### src/rtl/frame_bank_scheduler_if.sv
// Frame bank scheduler bus: frame pulses from the capture and display sides,
// plus the bank/base selections and statistics the scheduler publishes.
interface frame_bank_scheduler_if #(
  parameter int unsigned ADDR_W = 16
);
  logic              wrFrameStart;
  logic              wrFrameDone;
  logic              rdFrameStart;
  logic              clrStats;
  logic [1:0]        wrBank;
  logic [1:0]        rdBank;
  logic [ADDR_W-1:0] wrBase;
  logic [ADDR_W-1:0] rdBase;
  logic              wrActive;
  logic              displayValid;
  logic [7:0]        dropCnt;
  logic [7:0]        repeatCnt;
  logic [7:0]        abortCnt;

  modport master (
    output wrFrameStart, wrFrameDone, rdFrameStart, clrStats,
    input  wrBank, rdBank, wrBase, rdBase, wrActive, displayValid,
           dropCnt, repeatCnt, abortCnt
  );

  modport slave (
    input  wrFrameStart, wrFrameDone, rdFrameStart, clrStats,
    output wrBank, rdBank, wrBase, rdBase, wrActive, displayValid,
           dropCnt, repeatCnt, abortCnt
  );
endinterface

### src/rtl/frame_bank_scheduler.sv
// Triple-buffer controller: rotates read/write/spare roles over three RAM
// banks on frame boundaries so the display never shows a torn frame.
module frame_bank_scheduler #(
  parameter int unsigned BANK_WORDS     = 4800,
  parameter int unsigned ADDR_W         = 16,
  parameter int unsigned TIMEOUT_CYCLES = 2000000
) (
  input logic                   clk,
  input logic                   rst,
  frame_bank_scheduler_if.slave bus
);

  localparam int unsigned TO_W = (TIMEOUT_CYCLES > 1) ? $clog2(TIMEOUT_CYCLES) : 1;
  localparam logic [TO_W-1:0] TO_LAST = TO_W'(TIMEOUT_CYCLES - 1);

  // All three banks must fit in the physical address space.
  if (64'(3) * 64'(BANK_WORDS) > (64'(1) << ADDR_W)) begin : g_bank_fit
    $error("frame_bank_scheduler: 3*BANK_WORDS exceeds 2**ADDR_W");
  end

  typedef enum logic {
    IDLE,
    ACTIVE
  } wr_state_t;

  wr_state_t         state_q, state_d;
  logic [TO_W-1:0]   to_q, to_d;
  logic [1:0]        r_q, r_d;
  logic [1:0]        w_q, w_d;
  logic [1:0]        s_q, s_d;
  logic              sv_q, sv_d;
  logic              dv_q, dv_d;
  logic [ADDR_W-1:0] rbase_q, wbase_q;
  logic [7:0]        drop_q, rep_q, abort_q;
  logic              commit;
  logic              drop_inc, rep_inc, abort_inc;

  function automatic logic [ADDR_W-1:0] base_of(input logic [1:0] b);
    case (b)
      2'd1:    return ADDR_W'(BANK_WORDS);
      2'd2:    return ADDR_W'(2 * BANK_WORDS);
      default: return '0;
    endcase
  endfunction

  function automatic logic [7:0] bump(input logic [7:0] c, input logic inc, input logic clr);
    if (clr)                  return '0;
    else if (inc && c != '1)  return c + 8'd1;
    else                      return c;
  endfunction

  // Writer FSM, timeout and bank-role rotation next-state logic.
  always_comb begin
    state_d   = state_q;
    to_d      = to_q;
    r_d       = r_q;
    w_d       = w_q;
    s_d       = s_q;
    sv_d      = sv_q;
    dv_d      = dv_q;
    commit    = 1'b0;
    drop_inc  = 1'b0;
    rep_inc   = 1'b0;
    abort_inc = 1'b0;

    case (state_q)
      IDLE: begin
        if (bus.wrFrameStart) begin
          state_d = ACTIVE;
          to_d    = '0;
        end
      end
      ACTIVE: begin
        if (bus.wrFrameDone) begin
          commit = 1'b1;
          to_d   = '0;
          if (!bus.wrFrameStart) state_d = IDLE;
        end else if (bus.wrFrameStart) begin
          // Restart takes precedence over a coincident timeout: one abort.
          abort_inc = 1'b1;
          to_d      = '0;
        end else if (to_q == TO_LAST) begin
          abort_inc = 1'b1;
          to_d      = '0;
          state_d   = IDLE;
        end else begin
          to_d = to_q + TO_W'(1);
        end
      end
      default: state_d = IDLE;
    endcase

    if (commit && bus.rdFrameStart) begin
      // Fresh frame goes straight to display; any pending spare is dropped.
      r_d = w_q;
      if (sv_q) begin
        w_d      = s_q;
        s_d      = r_q;
        drop_inc = 1'b1;
      end else begin
        w_d = r_q;
      end
      sv_d = 1'b0;
      dv_d = 1'b1;
    end else if (commit) begin
      w_d      = s_q;
      s_d      = w_q;
      drop_inc = sv_q;
      sv_d     = 1'b1;
    end else if (bus.rdFrameStart) begin
      if (sv_q) begin
        r_d  = s_q;
        s_d  = r_q;
        sv_d = 1'b0;
        dv_d = 1'b1;
      end else if (dv_q) begin
        rep_inc = 1'b1;
      end
    end
  end

  // State, role, base and statistics registers.
  always_ff @(posedge clk or negedge rst) begin
    if (!rst) begin
      state_q <= IDLE;
      to_q    <= '0;
      r_q     <= 2'd0;
      w_q     <= 2'd1;
      s_q     <= 2'd2;
      sv_q    <= 1'b0;
      dv_q    <= 1'b0;
      rbase_q <= '0;
      wbase_q <= ADDR_W'(BANK_WORDS);
      drop_q  <= '0;
      rep_q   <= '0;
      abort_q <= '0;
    end else begin
      state_q <= state_d;
      to_q    <= to_d;
      r_q     <= r_d;
      w_q     <= w_d;
      s_q     <= s_d;
      sv_q    <= sv_d;
      dv_q    <= dv_d;
      rbase_q <= base_of(r_d);
      wbase_q <= base_of(w_d);
      drop_q  <= bump(drop_q,  drop_inc,  bus.clrStats);
      rep_q   <= bump(rep_q,   rep_inc,   bus.clrStats);
      abort_q <= bump(abort_q, abort_inc, bus.clrStats);
    end
  end

  assign bus.rdBank       = r_q;
  assign bus.wrBank       = w_q;
  assign bus.rdBase       = rbase_q;
  assign bus.wrBase       = wbase_q;
  assign bus.wrActive     = (state_q == ACTIVE);
  assign bus.displayValid = dv_q;
  assign bus.dropCnt      = drop_q;
  assign bus.repeatCnt    = rep_q;
  assign bus.abortCnt     = abort_q;

endmodule

### src/flat_wrapper.sv
// flat-port wrapper written by rule: the top's interface ports become plain ports
module frame_bank_scheduler_flat 
#(
  parameter int unsigned BANK_WORDS     = 4800,
  parameter int unsigned ADDR_W         = 16,
  parameter int unsigned TIMEOUT_CYCLES = 2000000
)
  (clk, rst, bus_wrFrameStart, bus_wrFrameDone, bus_rdFrameStart, bus_clrStats, bus_wrBank, bus_rdBank, bus_wrBase, bus_rdBase, bus_wrActive, bus_displayValid, bus_dropCnt, bus_repeatCnt, bus_abortCnt);
  frame_bank_scheduler_if #(.ADDR_W(ADDR_W)) bus_i ();
  input logic clk;
  input logic rst;
  input wire logic [$bits(bus_i.wrFrameStart)-1:0] bus_wrFrameStart;
  input wire logic [$bits(bus_i.wrFrameDone)-1:0] bus_wrFrameDone;
  input wire logic [$bits(bus_i.rdFrameStart)-1:0] bus_rdFrameStart;
  input wire logic [$bits(bus_i.clrStats)-1:0] bus_clrStats;
  output wire logic [$bits(bus_i.wrBank)-1:0] bus_wrBank;
  output wire logic [$bits(bus_i.rdBank)-1:0] bus_rdBank;
  output wire logic [$bits(bus_i.wrBase)-1:0] bus_wrBase;
  output wire logic [$bits(bus_i.rdBase)-1:0] bus_rdBase;
  output wire logic [$bits(bus_i.wrActive)-1:0] bus_wrActive;
  output wire logic [$bits(bus_i.displayValid)-1:0] bus_displayValid;
  output wire logic [$bits(bus_i.dropCnt)-1:0] bus_dropCnt;
  output wire logic [$bits(bus_i.repeatCnt)-1:0] bus_repeatCnt;
  output wire logic [$bits(bus_i.abortCnt)-1:0] bus_abortCnt;
  assign bus_i.wrFrameStart = bus_wrFrameStart;
  assign bus_i.wrFrameDone = bus_wrFrameDone;
  assign bus_i.rdFrameStart = bus_rdFrameStart;
  assign bus_i.clrStats = bus_clrStats;
  assign bus_wrBank = bus_i.wrBank;
  assign bus_rdBank = bus_i.rdBank;
  assign bus_wrBase = bus_i.wrBase;
  assign bus_rdBase = bus_i.rdBase;
  assign bus_wrActive = bus_i.wrActive;
  assign bus_displayValid = bus_i.displayValid;
  assign bus_dropCnt = bus_i.dropCnt;
  assign bus_repeatCnt = bus_i.repeatCnt;
  assign bus_abortCnt = bus_i.abortCnt;
  frame_bank_scheduler #(.BANK_WORDS(BANK_WORDS), .ADDR_W(ADDR_W), .TIMEOUT_CYCLES(TIMEOUT_CYCLES)) u_core (.clk(clk), .rst(rst), .bus(bus_i));
endmodule
### config.mk
export PLATFORM = sky130hd
export DESIGN_NAME = frame_bank_scheduler_flat
export DESIGN_NICKNAME = d
export VERILOG_FILES = /design/src/rtl/frame_bank_scheduler_if.sv /design/src/rtl/frame_bank_scheduler.sv /design/src/flat_wrapper.sv
export SDC_FILE = /design/constraint.sdc
export NUM_CORES = 1
export LEC_CHECK = 0
export ABC_AREA = 1
export ABC_CLOCK_PERIOD_IN_PS = 1500
export BUFFER_PORTS_ARGS = -buffer_cell sky130_fd_sc_hd__buf_2
export CAP_MARGIN = 20
export CORE_MARGIN = 2
export CORE_UTILIZATION = 50
export CTS_CLUSTER_SIZE = 30
export DETAILED_ROUTE_END_ITERATION = 6
export PLACE_DENSITY_LB_ADDON = 0.15
export RECOVER_POWER = 100
export SYNTH_ARGS = -nofsm -noshare
export SYNTH_HDL_FRONTEND = slang
export SYNTH_SLANG_ARGS = --single-unit
### constraint.sdc
create_clock -name clk -period 1.5 [get_ports clk]
set_input_delay 0.225 -clock clk [delete_from_list [all_inputs] [get_ports clk]]
set_output_delay 0.225 -clock clk [all_outputs]
set_load 0.01 [all_outputs]
==> out/metrics.cfg <==
[worst_setup_path]
reg2regPathDepth = 8
cp.arrival_ns = 1.73
crit_type = register to register
worst_setup_path_end_kind = register
rr_endpoint = u_core.bus.abortCnt[1]
regToRegSetupSlack_ns = -0.004
crit_fanout = 4
r2r_start = u_core.bus.wrActive
cp.required_ns = 1.73
startpoint_type = register

[timing]
fin_ws_ns = -0.00448
clock_skew_ns = 0.00614
finalHoldViolCount = 0
slew-limit-headroom = 0.632
min_period_over_period = 1.00
setup_tns_ns = -0.00448
final-setup-viol-count = 1
clock.fmax_mhz = 665
period_needed_ns = 1.50
maxSlewViolCount = 0
rsz0062_at_grt = true
tightestPinTransition_ns = 0.552

[place]
pre_cts_slack_ns = -0.0379
port_buffers = 49
dp_hpwl_mm = 5.74
gp_congestion = 0.922

[floorplanning]
die_w_um = 88.1
coreArea_um2 = 6830
chipHeight_um = 88.1
row_count = 30
die_area_um2 = 7760
ios = 68
start_util = 0.517

[clock_tree]
clock-sinks = 60
insertion_delay_ns = 0.35
cts_tree = built
cts_max_path_buffers = 2
ctsRootBufferMaster = clkbuf_8
htree_levels = 3
numCtsBuffers = 9
clkTransAtPathRegs_ns = 0.07

[yosys]
ys_seq_area_frac = 0.426
synth_edf_count = 0
yosys-top-cells-area = dfrtp_1 (40%), nand2_1 (11%), nand3_1 (5.8%), buf_4 (5.5%), nor2_1 (5.5%)
avgSynthCellArea_um2 = 7.77
ys_ff_latch = 60
syn_inst = 455
ys_types = 34
synth.largest_area_cell = dfrtp_1
synth_most_common_cell = nand2_1
synth_top_area_frac = 0.396
async_reset_ff_frac = 1.00
synth_area_um2 = 3530
synthTopCellsByCount = nand2_1 (107), dfrtp_1 (56), nor2_1 (52)
synth-main-ff-cell = dfrtp_1
ys_warn_count = 0

[min_path]
min_from = bus_rdFrameStart
min_to = u_core.sv_q
hold_path_depth = 3
hp-class = primary input to register

[grt]
grt_start_max_net_pins = 25
grt_pass1_vias = 2933
grt_pass1_wl_mm = 12.9
grt_usage = 0.213
grt.overflow.total = 0
antenna_found_initial = 0

[detailed_routing]
num_vias = 3209
wl_per_cell_um = 12.8
avgViaCountPerCell = 5.01
drtIter0Drc = 168
dr.pass1.iters = 4
totalWireLength_mm = 8.22
antenna_left = 0
drc = 0

[run]
maxCapViolations = 0

[layout]
syn2layout_area_growth_pct = 25.8
antenna_cells = 0
n_fill_cell = 615
final_nets = 554
drive_gt1_frac = 0.264

[pwr]
p_leak_nw = 2.19
peakVddDrop_mv = 0.573
p_per_area_nw_per_um2 = 939
power_mw = 4.18

[run_status]
violations = setup timing
status = complete, but fails checks

[power breakdown]
| part | internal [mW] | total (mW) | switching (mW) |
|---|---|---|---|
| sequential | 1.77 | 1.85 | 0.0850 |
| combinational | 0.288 | 0.777 | 0.489 |
| clock | 0.860 | 1.55 | 0.686 |
[registers in the layout, indices dropped and copies added, names as in the netlist]
name                     cells
u_core.to_q                 21
u_core.bus.abortCnt          8
u_core.bus.dropCnt           8
u_core.bus.repeatCnt         8
u_core.bus.rdBase            3
u_core.bus.wrBase            3
u_core.bus.rdBank            2
u_core.bus.wrBank            2
u_core.s_q                   2
u_core.bus.displayValid      1
u_core.bus.wrActive          1
u_core.sv_q                  1
[final cells by class]
type / count / area (um2) / share of cell area
multi-input combinational: 331 / 1880 / 0.423
sequential: 60 / 1510 / 0.339
timing repair buffer: 87 / 523 / 0.118
inverter: 51 / 208 / 0.0467
clock buffer: 11 / 151 / 0.0340
tap: 96 / 120 / 0.0270
clock inverter: 5 / 58.8 / 0.0132
[what timing repair did]
action                                  4_1_cts  5_1_grt
hold buffers                                  1        0
pin swaps                                     0       18
endpoints found under the hold margin        12        0
resized for setup                             3       52
gates cloned                                  0        1
setup buffers                                 0       11
endpoints found under the setup margin        7       47
[placed cells by master, fill, tap and decap left out, types with 16 or more instances in the layout]
cell type	count
xor2_1	16
nand3_1	36
nand2_1	93
buf_4	31
conb_1	18
buf_2	25
clkbuf_1	25
nor2_1	49
inv_1	43
dfrtp_1	56
[metrics by stage]
step	std cells	area (um2)	utilization	hold slack (ns)
after floorplan	472	3600	-	-0.0706
after global placement	612	3980	0.583	0.190
after detailed placement	612	3980	0.583	0.197
after CTS	629	4210	0.616	0.183
after global routing	641	4450	0.651	0.201
final	641	4450	0.651	0.202
[how the worst max path moves through the flow]
stage / from / to / depth (start not counted)
after floorplan: u_core.bus.wrActive / u_core.bus.wrBase[7] / 8
after global placement: u_core.to_q[0] / u_core.to_q[10] / 10
after detailed placement: u_core.to_q[0] / u_core.to_q[10] / 10
after CTS: u_core.to_q[0] / u_core.to_q[10] / 10
after global routing: u_core.to_q[1] / u_core.to_q[10] / 10
final: u_core.bus.wrActive / u_core.bus.abortCnt[1] / 8
[worst max-delay path, stage by stage, from the launching register on]
cell     delay (ns)
dfrtp_1        0.39
buf_4          0.16
inv_2          0.03
or2_4          0.25
a31oi_4        0.20
buf_4          0.17
nand2_4        0.06
nand3_1        0.07
o21ai_1        0.06
[per-layer routing]
layer | wire length (um) | vias to the layer above | GRT usage | share of wire
met3 | 237 | 18 | 0.0396 | 0.029
met4 | 199 | 0 | 0.105 | 0.024
li1 | - | 1587 | - | -
met1 | 3800 | 1531 | 0.287 | 0.46
met5 | 0 | - | 0 | 0
met2 | 3990 | 73 | 0.333 | 0.48
[kinds of logic (layout without fill, tap and decap cells)]
| kind of cell | count (synthesis) | in the layout | share of synthesized area |
|---|---|---|---|
| simple gates | 247 | 248 | 0.316 |
| buf+inv | 82 | 154 | 0.115 |
| flops | 60 | 60 | 0.426 |
| compound gates | 38 | 38 | 0.0665 |
| xor+xnor | 19 | 19 | 0.0471 |
| fa+ha+maj | 8 | 8 | 0.0283 |
| other cells | 1 | 18 | 0.00106 |
Note: power is estimated with default switching activity, not from simulation.
